===== config.mk =====
export PLATFORM = sky130hd
export DESIGN_NAME = lcd_gray_stream
export DESIGN_NICKNAME = d
export VERILOG_FILES = /design/src/rtl/lcd_gray_stream.sv
export SDC_FILE = /design/constraint.sdc
export NUM_CORES = 1
export LEC_CHECK = 0
export ABC_CLOCK_PERIOD_IN_PS = 2950
export CORE_MARGIN = 1
export CORE_UTILIZATION = 35
export CTS_CLUSTER_DIAMETER = 30
export DETAILED_ROUTE_END_ITERATION = 7
export HOLD_SLACK_MARGIN = 0.12
export PLACE_DENSITY = 0.58
export SLEW_MARGIN = 25
export SYNTH_ARGS = -nofsm -noshare
export SYNTH_HDL_FRONTEND = slang
export SYNTH_SLANG_ARGS = --single-unit

===== constraint.sdc =====
create_clock -name clk -period 2.95 [get_ports clk]
set_clock_uncertainty 0.05 [all_clocks]
set_input_delay 0.59 -clock clk [delete_from_list [all_inputs] [get_ports clk]]
set_output_delay 0.59 -clock clk [all_outputs]
set_load 0.05 [all_outputs]

===== src/rtl/lcd_gray_stream.sv =====
// lcd_gray_stream: PPU pixel stream to UC16xx grayscale LCD bus, with palette, init ROM sequencing and byte FIFO.
module lcd_gray_stream #(
  parameter int BPP         = 4,
  parameter int INIT_LEN    = 16,
  parameter int REINIT_IDX  = 12,
  parameter int WAIT_CYCLES = 49152,
  parameter int WR_CYCLES   = 1
) (
  input  logic                        clk,
  input  logic                        reset,
  input  logic                        disp_on,
  input  logic                        hsync,
  input  logic                        vsync,
  input  logic                        px_out,
  input  logic [1:0]                  px,
  input  logic                        pal_we,
  input  logic [1:0]                  pal_idx,
  input  logic [BPP-1:0]              pal_data,
  output logic [$clog2(INIT_LEN)-1:0] init_addr,
  input  logic [7:0]                  init_data,
  output logic [7:0]                  lcd_data,
  output logic                        lcd_write,
  output logic                        lcd_cd,
  output logic                        lcd_read,
  output logic                        lcd_cs,
  output logic                        lcd_vled,
  output logic                        overflow
);
  localparam int AW  = $clog2(INIT_LEN);
  localparam int PPB = 8 / BPP;
  localparam int PW  = PPB > 1 ? $clog2(PPB) : 1;
  localparam int WW  = WAIT_CYCLES > 1 ? $clog2(WAIT_CYCLES) : 1;
  localparam int CW  = $clog2(2 * WR_CYCLES);

  typedef enum logic [2:0] {OFF, WAIT, INIT, ON, UNINIT} state_t;

  state_t         state_q, state_d;
  logic [WW-1:0]  wait_q, wait_d;
  logic [AW-1:0]  idx_q, idx_d;
  logic [CW-1:0]  cnt_q, cnt_d;
  logic [PW-1:0]  pc_q, pc_d;
  logic [BPP-1:0] pp_q, pp_d;
  logic [BPP-1:0] pal_q [4];
  logic [BPP-1:0] pal_d [4];
  logic [7:0]     mem_q [2];
  logic [7:0]     mem_d [2];
  logic [7:0]     data_q, data_d, acc_q, acc_d, byte_w, sdata;
  logic [1:0]     fc_q, fc_d;
  logic           last_q, last_d, busy_q, busy_d, wr_q, wr_d, cd_q, cd_d;
  logic           insync_q, insync_d, ovf_q, ovf_d, vs_q, vs_d, pv_q, pv_d;
  logic           rd_q, rd_d, wp_q, wp_d;
  logic           done, free, flush, push, pushed, pop, start, scd, halt;

  assign done   = busy_q && cnt_q == CW'(2 * WR_CYCLES - 1);
  assign free   = !busy_q || done;
  assign flush  = state_q == ON && (vs_q || vsync || !disp_on);
  assign byte_w = acc_q | (8'(pp_q) << (pc_q * BPP));
  assign push   = pv_q && !flush && pc_q == PW'(PPB - 1);

  always_comb begin
    state_d  = state_q;
    wait_d   = wait_q;
    idx_d    = idx_q;
    last_d   = last_q;
    insync_d = insync_q;
    ovf_d    = ovf_q;
    vs_d     = vs_q;
    start    = 1'b0;
    sdata    = init_data;
    scd      = 1'b0;
    pop      = 1'b0;
    halt     = 1'b0;
    case (state_q)
      OFF: if (disp_on) begin
        state_d  = WAIT;
        wait_d   = '0;
        insync_d = 1'b1;
        ovf_d    = 1'b0;
      end
      WAIT: if (!disp_on) halt = 1'b1;
        else if (wait_q == WW'(WAIT_CYCLES - 1)) begin
          state_d = INIT;
          idx_d   = '0;
          last_d  = 1'b0;
        end else wait_d = wait_q + 1'b1;
      INIT: begin
        insync_d = vsync || (insync_q && !hsync && !px_out);
        if (free && !disp_on) halt = 1'b1;
        else if (done && last_q) state_d = ON;
        else if (free) begin
          // init_addr runs one index ahead so the next ROM byte is ready at strobe end
          start  = 1'b1;
          last_d = idx_q == AW'(INIT_LEN - 1);
          idx_d  = last_d ? idx_q : idx_q + 1'b1;
        end
      end
      ON: begin
        vs_d = flush;
        if (flush && free) begin
          vs_d = 1'b0;
          if (!disp_on) halt = 1'b1;
          else begin
            state_d  = INIT;
            idx_d    = AW'(REINIT_IDX);
            last_d   = 1'b0;
            insync_d = 1'b1;
          end
        end else if (!flush && free && fc_q != 2'd0) begin
          pop   = 1'b1;
          start = 1'b1;
          sdata = mem_q[rd_q];
          scd   = 1'b1;
        end
      end
      UNINIT: if (done) state_d = OFF;
      default: state_d = OFF;
    endcase
    if (halt) begin
      state_d = UNINIT;
      start   = 1'b1;
      sdata   = 8'hE2;
      scd     = 1'b0;
    end
    busy_d = busy_q;
    cnt_d  = cnt_q;
    wr_d   = wr_q;
    data_d = data_q;
    cd_d   = cd_q;
    if (busy_q) begin
      cnt_d  = cnt_q + 1'b1;
      wr_d   = cnt_q == CW'(WR_CYCLES - 1) ? 1'b0 : wr_q;
      busy_d = !done;
    end
    if (start) begin
      busy_d = 1'b1;
      cnt_d  = '0;
      wr_d   = 1'b1;
      data_d = sdata;
      cd_d   = scd;
    end
    pv_d   = px_out && state_q == ON && insync_q && !flush;
    pp_d   = pal_q[px];
    pal_d  = pal_q;
    if (pal_we) pal_d[pal_idx] = pal_data;
    mem_d  = mem_q;
    rd_d   = rd_q ^ pop;
    wp_d   = wp_q;
    acc_d  = acc_q;
    pc_d   = pc_q;
    pushed = 1'b0;
    if (push) begin
      acc_d = '0;
      pc_d  = '0;
      if (fc_q == 2'd2 && !pop) ovf_d = 1'b1;
      else begin
        mem_d[wp_q] = byte_w;
        wp_d        = !wp_q;
        pushed      = 1'b1;
      end
    end else if (pv_q && !flush) begin
      acc_d = byte_w;
      pc_d  = pc_q + 1'b1;
    end
    fc_d = fc_q + {1'b0, pushed} - {1'b0, pop};
    if (flush || state_q == OFF) begin
      fc_d  = '0;
      rd_d  = 1'b0;
      wp_d  = 1'b0;
      acc_d = '0;
      pc_d  = '0;
    end
  end

  always_ff @(posedge clk) begin
    if (reset) begin
      state_q  <= OFF;
      wait_q   <= '0;
      idx_q    <= '0;
      last_q   <= 1'b0;
      busy_q   <= 1'b0;
      cnt_q    <= '0;
      wr_q     <= 1'b0;
      data_q   <= '0;
      cd_q     <= 1'b0;
      insync_q <= 1'b0;
      ovf_q    <= 1'b0;
      vs_q     <= 1'b0;
      pv_q     <= 1'b0;
      pp_q     <= '0;
      acc_q    <= '0;
      pc_q     <= '0;
      fc_q     <= '0;
      rd_q     <= 1'b0;
      wp_q     <= 1'b0;
      mem_q    <= '{default: '0};
      for (int i = 0; i < 4; i++) pal_q[i] <= BPP'((i * ((1 << BPP) - 1)) / 3);
    end else begin
      state_q  <= state_d;
      wait_q   <= wait_d;
      idx_q    <= idx_d;
      last_q   <= last_d;
      busy_q   <= busy_d;
      cnt_q    <= cnt_d;
      wr_q     <= wr_d;
      data_q   <= data_d;
      cd_q     <= cd_d;
      insync_q <= insync_d;
      ovf_q    <= ovf_d;
      vs_q     <= vs_d;
      pv_q     <= pv_d;
      pp_q     <= pp_d;
      acc_q    <= acc_d;
      pc_q     <= pc_d;
      fc_q     <= fc_d;
      rd_q     <= rd_d;
      wp_q     <= wp_d;
      mem_q    <= mem_d;
      pal_q    <= pal_d;
    end
  end

  assign init_addr = idx_q;
  assign lcd_data  = data_q;
  assign lcd_write = wr_q;
  assign lcd_cd    = cd_q;
  assign lcd_read  = 1'b0;
  assign lcd_cs    = 1'b1;
  assign lcd_vled  = disp_on;
  assign overflow  = ovf_q;
endmodule


==> summary.txt <==
Detailed routing
  • Avg Vias per Cell: 5.159
  • WL final: 9072 um
  • DRT met1 WL: 4446 um
  • Vias post-DR: 3281
  • DR WL met3: 437 um
  • WL/cell: 14.26 um
  • Drt pass-1 iters: 4
  • DRT iter0 DRCs: 125
  • Antenna violation net count after detailed routing: 0
  • Routed length on met2: 4137 um
  • # DRC: 0
  • Top Metal Used: met4

Timing
  • Tmin final: 2.633 ns
  • Slew HR: 63.64%
  • Final period utilization: 89.24%
  • RSZ-0062 raised after global routing: no
  • Setup TNS: 0 ns
  • Hold violation count in the final report: 0
  • Max-slew violations: 0
  • Worst Tran Pin Value: 0.5439 ns
  • Fmax: 379.8 MHz
  • Setup violation total in the final timing report: 0

Critical path
  • Crit Path Class: input port to flop
  • WP data required: 3.12 ns
  • Slowest-stage cell, CP: clkdlybuf4s50_1
  • Worst Setup End Kind: flop
  • Critical-path cell list: clkdlybuf4s50_1, nor3b_1, o211ai_1, or2_2, ha_1, inv_1, ha_1, xor2_1, xnor2_1, nor2_1
  • Crit-path leading delay family: simple AND/OR/NAND/NOR gates
  • Critical path buffers and inverters: 2
  • Worst-path fanout max: 3
  • Most frequent CP cell: ha_1
  • Reg2reg setup slack: 0.66 ns
  • Max stage delay on crit path: 0.52 ns
  • Arr. time, crit path: 2.80 ns
  • Startpoint Class: input port

Cells and area
  • Finished Layout Cells: 636
  • Ratio of cells with drive above 1 in the final layout: 10.69%
  • Antenna fix cells: 0
  • Layout area overhead: 23.16%
  • Final Instance Area: 4970 um2
  • Nets: 519

Placed design
  • Dpl hpwl: 6582 um
  • Placed inst area: 4643 um2
  • Placer Congestion: 0.8147
  • PortBufs: 38
  • Placed Cells: 621

Logic synthesis
  • Post-Synth XOR/XNOR Area: 4.124%
  • Post-synth EDFFs: 0
  • Synth top cells by count: dfxtp_1, nor2_1, a21oi_1
  • Syn_area_per_cell: 9.088 um2
  • Gate Count Post-Synth: 444
  • Simple-gate share of the synthesized area: 19.22%
  • Synthesized area: 4035 um2
  • Top-area cell type share of the netlist area: 44.16%
  • Sequential area share after synthesis: 44.16%
  • #FFs+latches synth: 89
  • Post-Syn Nets: 471
  • Synth warn: 0
  • Main combinational cell family by area after synthesis: simple AND/OR/NAND/NOR gates
  • Post-synthesis adder-cell area fraction: 1.240%
  • Leading area contributor after synthesis: dfxtp_1
  • Top cells by area, synth: dfxtp_1, mux2i_1, nor2_1, a21oi_1, xor2_1
  • Mux cell area share after synthesis: 8.186%
  • Ys flop type: dfxtp_1
  • Distinct cells, synth: 60
  • Most numerous cell in the Yosys netlist: dfxtp_1
  • Post-synth ARST share: 0%
  • Compound-cell area share of the yosys netlist: 18.54%

Clock tree
  • Worst skew pair latency: 0.33 ns
  • CTS hold repair buffers: 0
  • Post-cts sizing count: 0
  • CTS buffer count: 9
  • # Post-CTS Setup Buffers: 0
  • Clk sinks: 89
  • CTS root buffer: clkbuf_16
  • Clock Pin Slew Worst Setup and Hold Paths: 0.06 ns
  • H-tree levels: 3
  • TritonCTS clock tree: done
  • Max clock buf depth: 2

Die
  • Core area: 11030 um2
  • Die height: 109.4 um
  • Initial core utilization: 36.58%
  • Rows: 38
  • Die ar.: 11960 um2
  • I/O Pins: 41
  • Die X: 109.4 um

Power and ir drop
  • Pwr dens: 672.0 nW/um2
  • Leakage power: 0.001792 uW
  • Peak supply drop: 0.3257 mV
  • Power after layout: 3340 uW

GRT
  • Antenna violations before repair: 0
  • GRT Overall Usage: 16.44%
  • Grt ovf: 0
  • First-pass GRT wire length: 15360 um
  • Vias in the first global route: 3203
  • Largest net degree at the start of global routing: 26

Run status
  • Outcome: complete, no violations

Job
  • Max-cap violations: 0

Min path
  • Tightest Hold Check Type: flop to flop
[area by class of cell]
class | count | area (um2)
repair buffers | 60 | 555.5
fillers | 1110 | 6061
inverters | 14 | 52.55
clock buffers | 10 | 239.0
clock inverters | 5 | 87.58
multi-input cells | 318 | 2078
flip-flops and latches | 89 | 1782
well taps | 140 | 175.2
[layer usage]
layer,up-vias,track usage [%]
met1,1522,21.82
met3,4,3.853
met2,62,26.82
met4,0,4.286
met5,-,0
li1,1693,-
[where the power goes]
group / switching, uW / total (uW) / internal (uW)
Combinational: 458 / 744 / 285
Clock: 474 / 1240 / 770
Sequential: 78.5 / 1350 / 1270
Total: 1010 / 3340 / 2330
[registers in the layout (all words and copies together) (netlist names), 2 cells and up]
name,flops
mem_q,16
pal_q,16
wait_q,16
acc_q,8
lcd_data,8
init_addr,4
pp_q,4
state_q,3
fc_q,2
[placed cells by master (no fill, tap or decap), drive strengths merged, types with 6 or more instances in the layout]
cell type / n
o21ai: 19
clkbuf: 10
a211o: 6
xor2: 16
nand2: 21
dfxtp: 89
a31oi: 9
and2: 8
buf: 23
a211oi: 18
nand3: 11
nor2: 65
inv: 16
mux2i: 24
nor3: 8
a21oi: 34
clkdlybuf4s50: 37
o211ai: 7
[path summary, 6_finish.rpt]
kind | from | to | depth (start not counted)
setup / recovery | disp_on | fc_q[1]$_SDFF_PP0_ | 10
setup reg to reg | cnt_q$_SDFFE_PP0P_ | fc_q[1]$_SDFF_PP0_ | 9
hold / removal | insync_q$_SDFFE_PP0P_ | pv_q$_SDFF_PP0_ | 2
hold reg to reg | insync_q$_SDFFE_PP0P_ | pv_q$_SDFF_PP0_ | 2
[cells by family (layout without fill, tap and decap cells)]
group,after synthesis,in the layout
and+or+nand+nor,151,151
xor gates and xnor gates,19,19
buffers and inverters,37,89
AOI/OAI and AO/OA,114,114
muxes,28,28
DFF,89,89
other,2,2
adders and majority gates,4,4
[through the flow]
| step | worst slack [ns] | hold slack [ns] | utilization (%) |
|---|---|---|---|
| floorplan | 0.4562 | 0.3657 | - |
| CTS | 0.3387 | 0.3901 | 45.05 |
| finish | 0.3173 | 0.3911 | 45.05 |
| detailed placement | -0.003110 | 0.3810 | 42.09 |
| global route | 0.1175 | 0.4415 | 45.05 |
| global placement | 0.04500 | 0.3786 | 42.09 |
[tightest hold or removal path: cells and delay by family (launching register included)]
kind / cells / cell delay, ns
flip-flops: 1 / 0.31
AND/OR/NAND/NOR: 2 / 0.09
Power figures use the tool's default switching activity.
